$ cat src/rtl/fetch_pkg.sv
// Shared definitions for the instruction fetch sequencer: state encoding,
// default widths and a small state-classification helper.
package fetch_pkg;

  localparam int PC_W_DEF        = 16;
  localparam int PC_INC_DEF      = 2;
  localparam int ACK_TIMEOUT_DEF = 15;

  typedef enum logic [1:0] {
    ST_IDLE  = 2'd0,
    ST_REQ   = 2'd1,
    ST_HOLD  = 2'd2,
    ST_DRAIN = 2'd3
  } fetch_state_e;

  // True in the states where a memory read is outstanding.
  function automatic logic awaits_ack(input fetch_state_e s);
    return (s == ST_REQ) || (s == ST_DRAIN);
  endfunction

endpackage

$ cat src/rtl/fetch_timeout_counter.sv
// Counts consecutive cycles spent waiting for a memory acknowledge and flags
// the cycle in which the wait reaches ACK_TIMEOUT.
module fetch_timeout_counter
  import fetch_pkg::*;
#(
  parameter int ACK_TIMEOUT = ACK_TIMEOUT_DEF
) (
  input  logic clk,
  input  logic reset,
  input  logic i_clr,
  input  logic i_en,
  output logic o_term
);

  localparam int CNT_W = $clog2(ACK_TIMEOUT + 1);

  logic [CNT_W-1:0] r_count;
  logic [CNT_W-1:0] w_count_inc;

  assign w_count_inc = r_count + CNT_W'(1);

  // Terminal flag fires on the waiting cycle that would make the count reach the limit.
  assign o_term = i_en && (w_count_inc == CNT_W'(ACK_TIMEOUT));

  // Wait-cycle counter with clear taking priority over enable.
  always_ff @(posedge clk) begin
    if (reset) begin
      r_count <= {CNT_W{1'b0}};
    end else if (i_clr) begin
      r_count <= {CNT_W{1'b0}};
    end else if (i_en) begin
      r_count <= w_count_inc;
    end else begin
      r_count <= r_count;
    end
  end

endmodule

$ cat src/rtl/instr_fetch_sequencer.sv
// Fetch sequencer: drives the PC register write port, issues instruction reads
// at the current PC and holds each fetched word until decode accepts it.
module instr_fetch_sequencer
  import fetch_pkg::*;
#(
  parameter int PC_W        = PC_W_DEF,
  parameter int PC_INC      = PC_INC_DEF,
  parameter int ACK_TIMEOUT = ACK_TIMEOUT_DEF
) (
  input  logic            clk,
  input  logic            reset,
  input  logic [PC_W-1:0] i_pc_cur,
  output logic [PC_W-1:0] o_pc_next,
  output logic            o_pc_write,
  output logic            o_mem_req,
  output logic [PC_W-1:0] o_mem_addr,
  input  logic            i_mem_ack,
  input  logic [PC_W-1:0] i_mem_rdata,
  output logic [PC_W-1:0] o_instr_out,
  output logic            o_instr_valid,
  input  logic            i_instr_ready,
  input  logic            i_redirect,
  input  logic [PC_W-1:0] i_redirect_target,
  input  logic            i_halt,
  output logic            o_fetch_fault
);

  localparam logic [PC_W-1:0] LP_PC_INC = PC_W'(PC_INC);

  fetch_state_e    r_state;
  fetch_state_e    w_state_nxt;
  logic [PC_W-1:0] r_instr;
  logic            r_valid;
  logic            r_fault;

  logic [PC_W-1:0] w_pc_inc;
  logic [PC_W-1:0] w_pc_next;
  logic            w_pc_write;
  logic            w_capture;
  logic            w_drop_valid;
  logic            w_set_fault;
  logic            w_waiting;
  logic            w_term;

  // Natural wrap at 2^PC_W gives FFFE -> 0000 for free.
  assign w_pc_inc  = i_pc_cur + LP_PC_INC;
  assign w_waiting = awaits_ack(r_state) && !i_mem_ack;

  fetch_timeout_counter #(
    .ACK_TIMEOUT (ACK_TIMEOUT)
  ) u_timeout (
    .clk    (clk),
    .reset  (reset),
    .i_clr  (!w_waiting),
    .i_en   (w_waiting),
    .o_term (w_term)
  );

  // Next-state and PC write-port decode; redirect overrides the sequential path.
  always_comb begin
    w_state_nxt  = r_state;
    w_pc_next    = {PC_W{1'b0}};
    w_pc_write   = 1'b0;
    w_capture    = 1'b0;
    w_drop_valid = 1'b0;
    w_set_fault  = 1'b0;

    if (i_redirect) begin
      w_pc_write   = 1'b1;
      w_pc_next    = i_redirect_target;
      w_drop_valid = 1'b1;
      case (r_state)
        ST_IDLE, ST_HOLD: begin
          if (i_halt || r_fault) begin
            w_state_nxt = ST_IDLE;
          end else begin
            w_state_nxt = ST_REQ;
          end
        end
        ST_REQ, ST_DRAIN: begin
          // An ack this cycle retires the old read; otherwise it is still in flight.
          if (i_mem_ack) begin
            w_state_nxt = ST_REQ;
          end else if (w_term) begin
            w_set_fault = 1'b1;
            w_state_nxt = ST_IDLE;
          end else begin
            w_state_nxt = ST_DRAIN;
          end
        end
        default: w_state_nxt = ST_IDLE;
      endcase
    end else begin
      case (r_state)
        ST_IDLE: begin
          if (!i_halt && !r_fault) begin
            w_state_nxt = ST_REQ;
          end else begin
            w_state_nxt = ST_IDLE;
          end
        end
        ST_REQ: begin
          if (i_mem_ack) begin
            w_capture   = 1'b1;
            w_pc_write  = 1'b1;
            w_pc_next   = w_pc_inc;
            w_state_nxt = ST_HOLD;
          end else if (w_term) begin
            w_set_fault = 1'b1;
            w_state_nxt = ST_IDLE;
          end else begin
            w_state_nxt = ST_REQ;
          end
        end
        ST_HOLD: begin
          if (i_instr_ready) begin
            w_drop_valid = 1'b1;
            w_state_nxt  = i_halt ? ST_IDLE : ST_REQ;
          end else begin
            w_state_nxt  = ST_HOLD;
          end
        end
        ST_DRAIN: begin
          if (i_mem_ack) begin
            w_state_nxt = ST_REQ;
          end else if (w_term) begin
            w_set_fault = 1'b1;
            w_state_nxt = ST_IDLE;
          end else begin
            w_state_nxt = ST_DRAIN;
          end
        end
        default: w_state_nxt = ST_IDLE;
      endcase
    end

    // The PC register clears itself on reset, so no write may reach it then.
    if (reset) begin
      w_pc_write = 1'b0;
    end else begin
      w_pc_write = w_pc_write;
    end
  end

  // State, held instruction and sticky fault registers.
  always_ff @(posedge clk) begin
    if (reset) begin
      r_state <= ST_IDLE;
      r_instr <= {PC_W{1'b0}};
      r_valid <= 1'b0;
      r_fault <= 1'b0;
    end else begin
      r_state <= w_state_nxt;
      if (w_capture) begin
        r_instr <= i_mem_rdata;
        r_valid <= 1'b1;
      end else if (w_drop_valid) begin
        r_valid <= 1'b0;
      end else begin
        r_valid <= r_valid;
      end
      if (w_set_fault) begin
        r_fault <= 1'b1;
      end else begin
        r_fault <= r_fault;
      end
    end
  end

  assign o_pc_next     = w_pc_next;
  assign o_pc_write    = w_pc_write;
  assign o_mem_req     = (r_state == ST_REQ);
  assign o_mem_addr    = (r_state == ST_REQ) ? i_pc_cur : {PC_W{1'b0}};
  assign o_instr_out   = r_instr;
  assign o_instr_valid = r_valid;
  assign o_fetch_fault = r_fault;

endmodule

$ cat config.mk
export PLATFORM = sky130hd
export DESIGN_NAME = instr_fetch_sequencer
export DESIGN_NICKNAME = d
export VERILOG_FILES = /design/src/rtl/fetch_pkg.sv /design/src/rtl/fetch_timeout_counter.sv /design/src/rtl/instr_fetch_sequencer.sv
export SDC_FILE = /design/constraint.sdc
export NUM_CORES = 1
export LEC_CHECK = 0
export ABC_CLOCK_PERIOD_IN_PS = 2350
export CAP_MARGIN = 25
export CORE_MARGIN = 2
export CORE_UTILIZATION = 35
export CTS_CLUSTER_DIAMETER = 40
export CTS_CLUSTER_SIZE = 20
export DETAILED_ROUTE_END_ITERATION = 12
export GPL_TIMING_DRIVEN = 1
export PLACE_DENSITY = 0.84
export SLEW_MARGIN = 20
export SYNTH_ARGS = -nofsm -noshare
export SYNTH_HDL_FRONTEND = slang
export SYNTH_SLANG_ARGS = --single-unit
$ cat constraint.sdc
create_clock -name clk -period 2.35 [get_ports clk]
set_input_delay 0.47 -clock clk [delete_from_list [all_inputs] [get_ports clk]]
set_output_delay 0.47 -clock clk [all_outputs]
set_load 0.02 [all_outputs]
==> results.cfg <==
[status]
status = complete, no violations

[yosys]
synth_edf_count = 0
syn_avg_cell_area_um2 = 7.56
async_reset_ff_share_pct = 0
synth_area_leaders = dfxtp_1 32%, nand2_1 12%, xnor2_1 7.5%, a21oi_1 6.3%, and2_1 6.2%
syn_area_um2 = 1520
syn_nets = 258
syn_inst = 201
yosysSeqAreaShare_pct = 31.6
yosysWarnings = 0
synth_ff_type = dfxtp_1
synth.ff_latch_count = 24
synth.distinct_cells = 39
netlist.area_leader.share_pct = 31.6
yosysTopAreaCell = dfxtp_1

[routing]
ant_nets = 0
wire_per_inst_um = 15.4
finalWirelength_um = 5830
highest_layer = met4
route.detailed.drc = 0
vias = 1948
wl_met3_um = 420
drt-met1-wl_um = 2380
avgViaCountPerCell = 5.14
drt_first_pass_iters = 4
routed-wl-met2_um = 2940
first_iter_violations = 83

[sta]
setup_violations = 0
layout_setup_ws_ns = 0.0126
timing.hold.ws_ns = 0.458
rsz0062_at_grt = yes
slew_viol_final = 0
relSlewSlack_pct = 75.6
tns_ns = 0
fin_skew_ns = 0.00919
worst_pin_slew_ns = 0.364
min_period_ns = 2.34
fmax_mhz = 428
period_share_pct = 99.5
finalHoldViolations = 0

[placed_design]
place.gp.congestion = 0.965
hpwl_um = 4270
post-place-ws_ns = -0.580
place_area_um2 = 2780
port_buffers = 105

[finish]
drive_gt1_share_pct = 21.0
final_cell_area_um2 = 2920
num_antenna_cells = 0
synthToLayoutAreaGrowth_pct = 91.9
finalNetCount = 387

[clocking]
cts_hold_buffers = 0
clock-sinks = 24
cts.path.max_buffers = 2
cts_buffers = 3
cts_tree = done
cts_root_buf = clkbuf_8
clock_latency_ns = 0.27
htreeDepth = 1
path_clk_slew_ns = 0.09

[power]
power.density_nw_per_um2 = 414
finalPower_mw = 1.21
vdd_ir_drop_max_mv = 0.414
p_leak_nw = 1.21

[critical_path]
end_kind = output pin
max_stage_delay_ns = 0.54
cpMaxStageDelayCell = clkdlybuf4s50_1
reg2reg_slack_ns = 1.01
crit_arrival_ns = 1.87
crit_path_cell_trace = clkdlybuf4s50_1, nand4_4, nor4_4, xnor2_1, o21ai_2, buf_2
crit_fanout = 3
critical_path_class = in -> out
startpoint_type = input pin
critical_path_required_ns = 1.88

[global_route]
grt_pass1_vias = 1923
grt_pass1_wl_um = 9180
grt_start_max_net_pins = 23
track_usage_pct = 22.8
overflow = 0
antenna_found_initial = 0

[die]
start_util_pct = 37.2
rows = 23
fp.coreArea_um2 = 4090
die_y_um = 69.9
chipWidth_um = 69.9
ios = 106
die_area_um2 = 4880

[job]
cap_violations = 0

[hold_path]
hold_path_class = reg -> reg
==> cell usage after synthesis, drive strengths merged, types with 3 or more instances <==
master	count
nor4	3
nand2	49
buf	5
nor3	5
ha	3
o21ai	15
nor2	12
clkbuf	4
a21oi	19
nand4	3
dfxtp	24
xnor2	13
and2	16
inv	5
nand3	7
==> where the power goes <==
part / switching (mW) / internal [mW] / total [mW]
logic: 0.208 / 0.214 / 0.421
registers: 0.00570 / 0.418 / 0.424
clock network: 0.135 / 0.228 / 0.362
total: 0.348 / 0.859 / 1.21
==> sequential cells by signal (all words and copies together), names as in the netlist <==
name / count
o_fetch_fault: 1
o_instr_out: 16
o_instr_valid: 1
r_state: 2
u_timeout.r_count: 4
==> metrics by stage <==
stage | util [%] | std cells
after detailed placement | 68.0 | 374
after global placement | 68.0 | 374
after CTS | 71.6 | 379
after global routing | 71.3 | 379
after floorplan | - | 201
final | 71.3 | 379
==> layout make-up <==
class	instances	area, µm²
multi-input combinational	162	1070
timing repair buffer	134	1210
tap	50	62.6
clock inverter	1	30.0
fill	321	1170
clock buffer	3	41.3
inverter	5	18.8
sequential	24	480
==> cell families after synthesis <==
| logic type | synth area share (%) |
|---|---|
| compound gates | 16.6 |
| simple gates | 35.3 |
| buf+inv | 5.35 |
| xor+xnor | 8.65 |
| fa+ha+maj | 2.47 |
| flops | 31.6 |
==> path summary, 6_finish.rpt <==
| check | start | end | depth (start not counted) |
|---|---|---|---|
| worst min register to register | o_instr_out[0] | o_instr_out[0] | 2 |
| worst max register to register | u_timeout.r_count[0] | r_state[1] | 4 |
| worst min-delay path | o_instr_out[0] | o_instr_out[0] | 2 |
| worst max-delay path | i_pc_cur[8] | o_pc_next[14] | 6 |
==> metal layers <==
metal	vias up	GRT usage (%)
li1	936	-
met1	913	27.7
met2	89	40.7
met3	10	4.33
met4	0	6.20
met5	-	0
==> timing repair <==
item | CTS | global route
resized for setup | 72 | 26
endpoints found under the setup margin | 18 | 15
setup buffers | 1 | 0
hold endpoints to repair | 0 | 0
gates cloned | 0 | 0
pin swaps | 2 | 3
==> critical path: cells and delay by family <==
| kind | cells | cell delay, ns |
|---|---|---|
| XOR/XNOR | 1 | 0.14 |
| buffers and inverters | 2 | 0.72 |
| AND/OR/NAND/NOR | 2 | 0.37 |
| AO/OA/AOI/OAI | 1 | 0.15 |
==> placed cells by master, fill, tap and decap left out, types with 2 or more instances in the layout <==
| master | n |
|---|---|
| clkdlybuf4s50_1 | 74 |
| nand2_1 | 49 |
| buf_4 | 29 |
| dfxtp_1 | 24 |
| a21oi_1 | 19 |
| and2_1 | 15 |
| xnor2_1 | 13 |
| nor2_1 | 11 |
| dlygate4sd2_1 | 9 |
| buf_2 | 8 |
| o21ai_0 | 7 |
| o21ai_1 | 6 |
| dlymetal6s2s_1 | 6 |
| inv_1 | 5 |
| clkbuf_2 | 5 |
| nand3_4 | 3 |
| nor4_4 | 3 |
| nor3_2 | 3 |
| nand3_1 | 3 |
| clkbuf_8 | 3 |
| nand4_4 | 2 |
| o21ai_2 | 2 |
| xor2_1 | 2 |
| a22o_1 | 2 |
| ha_1 | 2 |
Power figures use the tool's default switching activity.
